[src/rtl/load_merge_if.sv]
// Load-response handshake bundle between the load unit (master) and load_merge (slave).
interface load_merge_if;
  logic        in_valid;
  logic        in_ready;
  logic [2:0]  in_op;
  logic [1:0]  in_addr_lo;
  logic [31:0] in_mem_data;
  logic [31:0] in_rt_old;
  logic [4:0]  in_dest;
  logic        out_valid;
  logic        out_ready;
  logic [31:0] out_data;
  logic [3:0]  out_wen;
  logic [4:0]  out_dest;
  logic        out_err;

  modport slave (
    input  in_valid, in_op, in_addr_lo, in_mem_data, in_rt_old, in_dest, out_ready,
    output in_ready, out_valid, out_data, out_wen, out_dest, out_err
  );

  modport master (
    output in_valid, in_op, in_addr_lo, in_mem_data, in_rt_old, in_dest, out_ready,
    input  in_ready, out_valid, out_data, out_wen, out_dest, out_err
  );
endinterface

[src/rtl/load_merge.sv]
// Load-data align/extend/merge stage with a 2-entry result FIFO.
// Define LOAD_MERGE_LWLR_EN to support LWL/LWR; otherwise ops 5/6 are reserved.
module load_merge (
  input  logic          clk,
  input  logic          rst,
  input  logic          flush,
  load_merge_if.slave   bus
);
  localparam int unsigned W_DATA = 32;
  localparam int unsigned W_WEN  = 4;
  localparam int unsigned W_DEST = 5;
  localparam int unsigned W_CNT  = 2;

  localparam logic [2:0] OP_LB  = 3'd0;
  localparam logic [2:0] OP_LBU = 3'd1;
  localparam logic [2:0] OP_LH  = 3'd2;
  localparam logic [2:0] OP_LHU = 3'd3;
  localparam logic [2:0] OP_LW  = 3'd4;
`ifdef LOAD_MERGE_LWLR_EN
  localparam logic [2:0] OP_LWL = 3'd5;
  localparam logic [2:0] OP_LWR = 3'd6;
`endif

  typedef struct packed {
    logic [W_DATA-1:0] data;
    logic [W_WEN-1:0]  wen;
    logic [W_DEST-1:0] dest;
    logic              err;
  } entry_t;

  entry_t             r_mem [0:1];
  logic               r_wptr;
  logic               r_rptr;
  logic [W_CNT-1:0]   r_count;

  logic [7:0]         w_byte;
  logic [15:0]        w_half;
  logic [W_DATA-1:0]  w_data;
  logic [W_WEN-1:0]   w_wen;
  logic               w_err;
  logic               w_push;
  logic               w_pop;
  entry_t             w_head;

  // Result formation from the incoming response, captured at accept time.
  always_comb begin
    w_data = '0;
    w_wen  = '0;
    w_err  = 1'b0;
    case (bus.in_addr_lo)
      2'd0:    w_byte = bus.in_mem_data[7:0];
      2'd1:    w_byte = bus.in_mem_data[15:8];
      2'd2:    w_byte = bus.in_mem_data[23:16];
      default: w_byte = bus.in_mem_data[31:24];
    endcase
    w_half = bus.in_addr_lo[1] ? bus.in_mem_data[31:16] : bus.in_mem_data[15:0];
    case (bus.in_op)
      OP_LB:  begin w_data = {{24{w_byte[7]}}, w_byte}; w_wen = 4'b1111; end
      OP_LBU: begin w_data = {24'd0, w_byte};           w_wen = 4'b1111; end
      OP_LH, OP_LHU: begin
        if (bus.in_addr_lo[0]) begin
          w_err = 1'b1;
        end else begin
          w_data = (bus.in_op == OP_LH) ? {{16{w_half[15]}}, w_half} : {16'd0, w_half};
          w_wen  = 4'b1111;
        end
      end
      OP_LW: begin
        if (bus.in_addr_lo != 2'd0) begin
          w_err = 1'b1;
        end else begin
          w_data = bus.in_mem_data;
          w_wen  = 4'b1111;
        end
      end
`ifdef LOAD_MERGE_LWLR_EN
      // Unaligned-word halves: memory bytes land high (LWL) or low (LWR), rt fills the rest.
      OP_LWL: begin
        case (bus.in_addr_lo)
          2'd0:    begin w_data = {bus.in_mem_data[7:0],  bus.in_rt_old[23:0]}; w_wen = 4'b1000; end
          2'd1:    begin w_data = {bus.in_mem_data[15:0], bus.in_rt_old[15:0]}; w_wen = 4'b1100; end
          2'd2:    begin w_data = {bus.in_mem_data[23:0], bus.in_rt_old[7:0]};  w_wen = 4'b1110; end
          default: begin w_data = bus.in_mem_data;                              w_wen = 4'b1111; end
        endcase
      end
      OP_LWR: begin
        case (bus.in_addr_lo)
          2'd0:    begin w_data = bus.in_mem_data;                               w_wen = 4'b1111; end
          2'd1:    begin w_data = {bus.in_rt_old[31:24], bus.in_mem_data[31:8]};  w_wen = 4'b0111; end
          2'd2:    begin w_data = {bus.in_rt_old[31:16], bus.in_mem_data[31:16]}; w_wen = 4'b0011; end
          default: begin w_data = {bus.in_rt_old[31:8],  bus.in_mem_data[31:24]}; w_wen = 4'b0001; end
        endcase
      end
`endif
      default: w_err = 1'b1;
    endcase
  end

  assign w_push = bus.in_valid && bus.in_ready;
  assign w_pop  = bus.out_valid && bus.out_ready;

  // FIFO storage and pointers; flush outranks any same-cycle push or pop.
  always_ff @(posedge clk or posedge rst) begin
    if (rst) begin
      r_wptr  <= 1'b0;
      r_rptr  <= 1'b0;
      r_count <= '0;
      for (int i = 0; i < 2; i++) r_mem[i] <= '0;
    end else if (flush) begin
      r_wptr  <= 1'b0;
      r_rptr  <= 1'b0;
      r_count <= '0;
    end else begin
      if (w_push) begin
        r_mem[r_wptr] <= '{data: w_data, wen: w_wen, dest: bus.in_dest, err: w_err};
        r_wptr        <= ~r_wptr;
      end
      if (w_pop) r_rptr <= ~r_rptr;
      case ({w_push, w_pop})
        2'b10:   r_count <= r_count + W_CNT'(1);
        2'b01:   r_count <= r_count - W_CNT'(1);
        default: r_count <= r_count;
      endcase
    end
  end

  assign w_head        = r_mem[r_rptr];
  assign bus.in_ready  = (r_count < W_CNT'(2));
  assign bus.out_valid = (r_count != '0);
  assign bus.out_data  = bus.out_valid ? w_head.data : '0;
  assign bus.out_wen   = bus.out_valid ? w_head.wen  : '0;
  assign bus.out_dest  = bus.out_valid ? w_head.dest : '0;
  assign bus.out_err   = bus.out_valid ? w_head.err  : 1'b0;
endmodule

[src/flat_wrapper.sv]
// flat-port wrapper written by rule: the top's interface ports become plain ports
module load_merge_flat 
  (clk, rst, flush, bus_in_valid, bus_in_op, bus_in_addr_lo, bus_in_mem_data, bus_in_rt_old, bus_in_dest, bus_out_ready, bus_in_ready, bus_out_valid, bus_out_data, bus_out_wen, bus_out_dest, bus_out_err);
  load_merge_if bus_i ();
  input  logic clk;
  input  logic rst;
  input  logic flush;
  input wire logic [$bits(bus_i.in_valid)-1:0] bus_in_valid;
  input wire logic [$bits(bus_i.in_op)-1:0] bus_in_op;
  input wire logic [$bits(bus_i.in_addr_lo)-1:0] bus_in_addr_lo;
  input wire logic [$bits(bus_i.in_mem_data)-1:0] bus_in_mem_data;
  input wire logic [$bits(bus_i.in_rt_old)-1:0] bus_in_rt_old;
  input wire logic [$bits(bus_i.in_dest)-1:0] bus_in_dest;
  input wire logic [$bits(bus_i.out_ready)-1:0] bus_out_ready;
  output wire logic [$bits(bus_i.in_ready)-1:0] bus_in_ready;
  output wire logic [$bits(bus_i.out_valid)-1:0] bus_out_valid;
  output wire logic [$bits(bus_i.out_data)-1:0] bus_out_data;
  output wire logic [$bits(bus_i.out_wen)-1:0] bus_out_wen;
  output wire logic [$bits(bus_i.out_dest)-1:0] bus_out_dest;
  output wire logic [$bits(bus_i.out_err)-1:0] bus_out_err;
  assign bus_i.in_valid = bus_in_valid;
  assign bus_i.in_op = bus_in_op;
  assign bus_i.in_addr_lo = bus_in_addr_lo;
  assign bus_i.in_mem_data = bus_in_mem_data;
  assign bus_i.in_rt_old = bus_in_rt_old;
  assign bus_i.in_dest = bus_in_dest;
  assign bus_i.out_ready = bus_out_ready;
  assign bus_in_ready = bus_i.in_ready;
  assign bus_out_valid = bus_i.out_valid;
  assign bus_out_data = bus_i.out_data;
  assign bus_out_wen = bus_i.out_wen;
  assign bus_out_dest = bus_i.out_dest;
  assign bus_out_err = bus_i.out_err;
  load_merge u_core (.clk(clk), .rst(rst), .flush(flush), .bus(bus_i));
endmodule
[config.mk]
export PLATFORM = sky130hd
export DESIGN_NAME = load_merge_flat
export DESIGN_NICKNAME = d
export VERILOG_FILES = /design/src/rtl/load_merge_if.sv /design/src/rtl/load_merge.sv /design/src/flat_wrapper.sv
export SDC_FILE = /design/constraint.sdc
export NUM_CORES = 1
export LEC_CHECK = 0
export ABC_AREA = 1
export ABC_CLOCK_PERIOD_IN_PS = 3050
export BUFFER_PORTS_ARGS = -buffer_cell sky130_fd_sc_hd__buf_2
export CAP_MARGIN = 20
export CORE_ASPECT_RATIO = 0.5
export CORE_UTILIZATION = 54
export DETAILED_ROUTE_END_ITERATION = 12
export PLACE_DENSITY_LB_ADDON = 0.3
export SLEW_MARGIN = 20
export SYNTH_ARGS = -nofsm -noshare
export SYNTH_HDL_FRONTEND = slang
export SYNTH_SLANG_ARGS = --single-unit
export TNS_END_PERCENT = 100
[constraint.sdc]
create_clock -name clk -period 3.05 [get_ports clk]
set_clock_uncertainty 0.1 [all_clocks]
set_input_delay 0.305 -clock clk [delete_from_list [all_inputs] [get_ports clk]]
set_output_delay 0.305 -clock clk [all_outputs]
set_load 0.005 [all_outputs]
==> reports/results.txt, run 1 <==
Hold Path Class: input pin to flip-flop
post-cts resize count: 0
Inserted Clock Buffers: 9
commonest cells after routing, fill and taps aside: 400 x nand2_1, 90 x buf_2, 82 x dfrtp_1
WS Path Type: flip-flop to primary output
Synth Warn #: 0
Worst-Skew Late Latency: 330 ps
Yosys cell types: 25
routed metal-1 wirelength: 6217 um
DIE WIDTH: 137.2 um
Setup crit end kind: primary output
DR top layer: met4
Worst Hold Launch: flush
full die area: 0.009545 mm^2
initial core utilization: 56.07%
P_leak: 3.303 nW
placed cell areas: 0.005371 mm^2
syn nets: 829
Hold Buf Count CTS: 1
minimum clock period: 2277 ps
Worst Hold End: u_core.r_count[0]
TNS Setup: 0 ps
Layout Utilization: 64.63%
WHS: 108.2 ps
Die Y: 69.59 um
via/cell ratio: 5.330
CP max stage delay: 420 ps
Iter 0 DRT Violations: 462
Max IR drop VDD: 0.4319 mV
Routed met2 length: 5644 um
Final Non-Filler Cells: 937
I/O pin count: 123
Area growth, synth to finish: 15.27%
Final Power: 3.613 mW
R2R Path Start: u_core.r_count[1]
Tot GR Track Use: 28.81%
required time of the critical path: 2640 ps
H-tree depth: 3
root buffer cell: clkbuf_16
Antenna Nets Post-Route: 0
Worst R2R Path Depth: 5
CTS tree: yes
Final nets: 894
Row Count: 24
Slew Limit Fails: 0
Setup WS pre-CTS: 974.5 ps
placed cell count: 920
mean area per synthesized cell: 6.578 um^2
Clock Sinks: 82
Final Setup Violations: 0
global-route wire length before repair: 21170 um
final worst setup slack: 773.1 ps
routed via count: 4994
Crit-path slowest cell: buf_4
number of global-route vias before repair: 4305
final period utilization: 74.65%
commonest non-fill, non-tap cell in the layout: nand2_1
initial antenna violation count: 0
CP max FO: 31
CP arrival: 1870 ps
remaining global-route overflow: 0
fin area: 0.005687 mm^2
clock buffer depth: 2
routability-driven placement congestion ratio: 0.9721
ANT cells: 0
met3 routed WL: 1112 um
RSZ-0062 raised after global routing: false
pin count of the biggest net entering global routing: 47
hold depth: 2
Synth Register Bits: 82
R2R setup slack: 1320 ps
sequential area share after synthesis: 41.59%
drt first pass iters: 5
WL/cell: 13.97 um
final hold viol count: 0
Routed Wire Length: 13090 um
number of remaining DRC errors: 0
Syn Inst Count: 750
hpwl dp: 8619 um
R2R Path End: u_core.r_wptr
crit-path cells: inv_1 > buf_4 > nand2_1 > a21oi_1 > buf_2
status: completed
# Post-CTS Setup Buffers: 0
core box area: 0.008798 mm^2
share of cells above drive strength 1: 18.54%
Startpoint Class: flip-flop
Worst slew margin: 45.06%
Mapped Area: 0.004933 mm^2
Reg clk slew, reported paths: 60 ps
maxcap violations: 0
FMAX: 0.4392 GHz
worst-margin pin slew: 822.9 ps
IO Port Bufs: 90
power per cell area: 635.3 mW/mm^2
## cell usage after synthesis
library cell / n / area [um^2]
nand3_2: 2 / 20.02
nor3_1: 1 / 5.000
nor2_4: 2 / 22.52
nor3_4: 1 / 16.27
inv_1: 53 / 198.9
o21ai_1: 13 / 65.06
buf_2: 14 / 70.07
nand3_1: 40 / 200.2
nand2_1: 400 / 1501
or2_2: 7 / 43.79
xor2_1: 1 / 8.760
nand3_4: 1 / 17.52
buf_6: 4 / 45.04
nand2_2: 17 / 106.4
or2_1: 1 / 6.260
nor2_2: 4 / 25.02
o21ai_0: 13 / 65.06
a21oi_1: 42 / 210.2
nand4_1: 16 / 100.1
buf_1: 2 / 7.510
inv_2: 3 / 11.26
buf_4: 5 / 37.54
nor2_1: 5 / 18.77
dfrtp_1: 82 / 2052
clkbuf_1: 21 / 78.83
## registers in the layout (all words and copies together) (netlist names)
signal and count:
u_core.r_rptr 1, u_core.r_mem 78, u_core.r_count 2, u_core.r_wptr 1
## where the power goes
| part | leakage (nW) | total (mW) | internal, mW | switching, mW |
|---|---|---|---|---|
| clock network | 0.142 | 1.09 | 0.661 | 0.434 |
| registers | 1.09 | 1.49 | 1.35 | 0.139 |
| logic | 2.07 | 1.03 | 0.359 | 0.669 |
## critical path, delay by kind of cell, from the launching register on
kind / cells / cell delay (ps)
compound gates: 1 / 230
buf+inv: 3 / 840
flops: 1 / 380
simple gates: 1 / 90
## worst max-delay path by stage
stage	slack, ps	from	end
6_report	770	u_core.r_rptr	bus_out_data[29]
5_1_grt	660	u_core.r_rptr	bus_out_data[31]
4_1_cts	770	u_core.r_rptr	bus_out_data[31]
3_5_place_dp	970	bus_in_addr_lo[1]	u_core.r_mem[80]
3_3_place_gp	1010	bus_in_addr_lo[1]	u_core.r_mem[34]
2_1_floorplan	540	rst	u_core.r_count[0]
## layer usage
metal / up-vias / track usage [%]
li1: 2444 / -
met1: 2303 / 43.61
met2: 236 / 42.48
met3: 11 / 6.506
met4: 0 / 5.006
met5: - / 0
## area by class of cell
cell class | count | area [um^2]
well taps | 117 | 146.4
flip-flops and latches | 82 | 2052
clock buffers | 11 | 242.7
repair buffers | 100 | 540.5
fillers | 793 | 3112
inverters | 56 | 210.2
clock inverters | 5 | 62.56
multi-input cells | 566 | 2432
## kinds of logic (layout without fill, tap and decap cells)
group	Yosys count	count (layout)	share of synthesized area [%]
xor gates and xnor gates	1	1	0.1776
DFF	82	82	41.59
buffers and inverters	102	172	9.105
and+or+nand+nor	497	497	42.23
AOI/OAI and AO/OA	68	68	6.898
Note: power is estimated with default switching activity, not from simulation.
==> inputs of run 2 (changes only) <==
Settings changed: ABC_AREA 1 to 0, ABC_CLOCK_PERIOD_IN_PS 3050 to 2400.
Clock period 3.05 ns to 2.4 ns, I/O delays scaled along.
==> run 2 against run 1 <==
Critical path depth down 1. Combinational power is essentially flat. Highest routed layer unchanged. Sequential cell count stayed put. Sequential share of layout area rose by 0.64 points. Clock power increased by 27%. Worst setup slack got worse by 450 ps. First-iteration DRC count shrank 26%. Sequential power is 32% higher. Register-to-register slack lost 780 ps.
==> reports/results.txt, run 2 <==
clock buffer depth: 2 (unchanged)
P_leak: 2.428 nW (-26%)
DIE WIDTH: 135.0 um (-1.6%)
Area growth, synth to finish: 17.06%
Inserted Clock Buffers: 9 (unchanged)
Row Count: 23 (-4.2%)
Yosys cell types: 41 (+64%)
top cells by count, synth: 112 x nor2_1, 82 x dfrtp_1, 52 x a31oi_1, 39 x mux2i_1, 37 x nand2_1
remaining global-route overflow: 0 (unchanged)
dominant cell type by area after synthesis: dfrtp_1
commonest non-fill, non-tap cell in the layout: nor2_1
Tot GR Track Use: 27.31% (-1.5 points)
Die Y: 68.50 um (-1.6%)
Worst-Skew Late Latency: 340 ps (about the same)
Most used DFF post-synth: dfrtp_1
Crit-path slowest cell: dfrtp_2
IO Port Bufs: 90 (unchanged)
TNS Setup: 0 ps (unchanged)
async set-reset flop share out of synthesis: 100.0% (unchanged)
CP max FO: 20 (-35%)
Slew Limit Fails: 0 (unchanged)
CP max stage delay: 660 ps (+240 ps)
syn nets: 586 (-29%)
final hold viol count: 0 (unchanged)
Hold Path Class: input pin to flip-flop
largest cells by area after synthesis: dfrtp_1 43%, nor2_1 8.8%, mux2i_1 8.2%
Iter 0 DRT Violations: 340 (-26%)
core box area: 0.008288 mm^2 (-5.8%)
number of remaining DRC errors: 0 (unchanged)
required time of the critical path: 2060 ps (-580 ps)
via/cell ratio: 6.013 (+13%)
Syn Inst Count: 507 (-32%)
share of cells above drive strength 1: 27.24% (+8.7 points)
initial antenna violation count: 0 (unchanged)
RSZ-0062 raised after global routing: false
initial core utilization: 57.62% (+1.6 points)
CP arrival: 1730 ps (-140 ps)
Antenna Nets Post-Route: 0 (unchanged)
Mapped Area: 0.004776 mm^2 (-3.2%)
CTS tree: yes
Synth Warn #: 0 (unchanged)
mean area per synthesized cell: 9.420 um^2 (+43%)
FMAX: 0.4825 GHz
I/O pin count: 123 (unchanged)
most common cell in the netlist: nor2_1
final period utilization: 86.36%
routed via count: 4161 (-17%)
maxcap violations: 0 (unchanged)
Clock Sinks: 82 (unchanged)
share of the synthesized area in the top cell type: 42.97% (+1.4 points)
Reg clk slew, reported paths: 60 ps (about the same)
number of global-route vias before repair: 3758 (-13%)
# Post-CTS Setup Buffers: 0 (unchanged)
fill count: 687 (-13%)
root buffer cell: clkbuf_16
drt first pass iters: 5 (unchanged)
Worst slew margin: 60.04% (+15 points)
full die area: 0.009247 mm^2 (-3.1%)
FF+latch area: 0.002053 mm^2 (about the same)
WHS: 10.01 ps (-98.15 ps)
power per cell area: 783.6 mW/mm^2 (+23%)
Setup crit end kind: primary output
hpwl dp: 8173 um (-5.2%)
commonest cells after routing, fill and taps aside: 111 x nor2_1, 90 x buf_2, 81 x dfrtp_1
worst-margin pin slew: 598.1 ps (-224.8 ps)
pin count of the biggest net entering global routing: 71 (+51%)
area occupied by multi-input gates: 0.002424 mm^2 (-0.36%)
Final nets: 655 (-27%)
crit-path cells: buf_12 > mux2i_1 > nor2_1 > buf_2
sequential area share after synthesis: 42.97% (+1.4 points)
WS Path Type: flip-flop to primary output
ANT cells: 0 (unchanged)
WL/cell: 17.60 um (+26%)
Synth Register Bits: 82 (unchanged)
Routed Wire Length: 12180 um (-7.0%)
routability-driven placement congestion ratio: 0.8485 (-13%)
number of synthesized flops with an enable pin: 0 (unchanged)
biggest regs: u_core.r_mem: 78 flops, u_core.r_count: 2 flops
status: completed
minimum clock period: 2073 ps
global-route wire length before repair: 19050 um (-10%)
Largest Register: u_core.r_mem
Startpoint Class: flip-flop
Max IR drop VDD: 0.4638 mV (+7.4%)
H-tree depth: 3 (unchanged)
Final Setup Violations: 0 (unchanged)
max FFs per register: 78 (unchanged)
-- run 2: changes by cell type after synthesis, moves of 13 or more --
cell     previous run  this run
a21oi_1            42         7
a31oi_1             0        52
inv_1              53         6
mux2_2              0        21
mux2i_1             0        39
nand2_1           400        37
nand2_2            17         0
nand3_1            40        23
nand4_1            16         0
nor2_1              5       112
o21ai_1            13         0
-- run 2: metrics by stage --
step | util, % | total power [mW] | setup slack [ps] | cells | area, um^2
after floorplan | - | 2.687 | 752.0 | 507 | 4780
after global placement | 63.47 | 2.962 | 475.4 | 673 | 5260
after detailed placement | 63.47 | 3.018 | 434.7 | 673 | 5260
after CTS | 67.45 | 4.403 | 304.8 | 692 | 5590
after global routing | 67.45 | 4.628 | 193.6 | 692 | 5590
final | 67.45 | 4.380 | 327.3 | 692 | 5590
-- run 2: where the power goes --
part	switching, mW	internal, mW
clock	0.572	0.803
combinational	0.545	0.492
sequential	0.214	1.75
-- run 2: cells by family after synthesis --
kind of cell / after synthesis / synth area share (%)
muxes: 63 / 14.54
buffers and inverters: 58 / 6.654
AOI/OAI and AO/OA: 95 / 14.17
xor gates and xnor gates: 3 / 0.5503
and+or+nand+nor: 206 / 21.12
DFF: 82 / 42.97
-- run 2: layer usage --
| metal | wire [um] | up-vias | track usage (%) | part of all wire (%) |
|---|---|---|---|---|
| li1 | - | 1962 | - | - |
| met1 | 5759 | 2039 | 38.10 | 47 |
| met2 | 5583 | 149 | 43.62 | 46 |
| met3 | 736 | 11 | 6.140 | 6.0 |
| met4 | 99 | 0 | 7.022 | 0.81 |
| met5 | 0 | - | 0 | 0 |
-- run 2: timing repair --
action                                  CTS  global route
hold buffers                              4             0
endpoints found under the setup margin    0             0
gates resized for setup                   0             0
endpoints found under the hold margin    26             0
-- run 2: path summary, 6_finish.rpt --
check                           cells past startpoint              start  slack, ps               end
min in group asynchronous                           3                rst        420  u_core.r_mem[21]
max in group asynchronous                           4                rst       1190  u_core.r_mem[12]
worst min register to register                      2    u_core.r_mem[3]        380   u_core.r_mem[3]
worst max-delay path                                4      u_core.r_rptr        330   bus_out_data[9]
worst max register to register                      5  u_core.r_count[1]        540  u_core.r_mem[23]
worst min-delay path                                3     bus_in_dest[0]         10  u_core.r_mem[43]
-- run 2: worst max-delay path, delay by kind of cell (launching register included) --
family | cells | cell delay [ps]
DFF | 1 | 660
buffers and inverters | 2 | 410
muxes | 1 | 240
and+or+nand+nor | 1 | 80
-- run 2: layout make-up --
class                           instances  area share, %
Multi-Input combinational cell        367          43.35
Sequential cell                        82          36.73
Inverter                                7         0.5372
Clock inverter                          6          1.164
Tap cell                              112          2.507
Timing Repair Buffer                  109          11.68
Clock buffer                            9          4.029
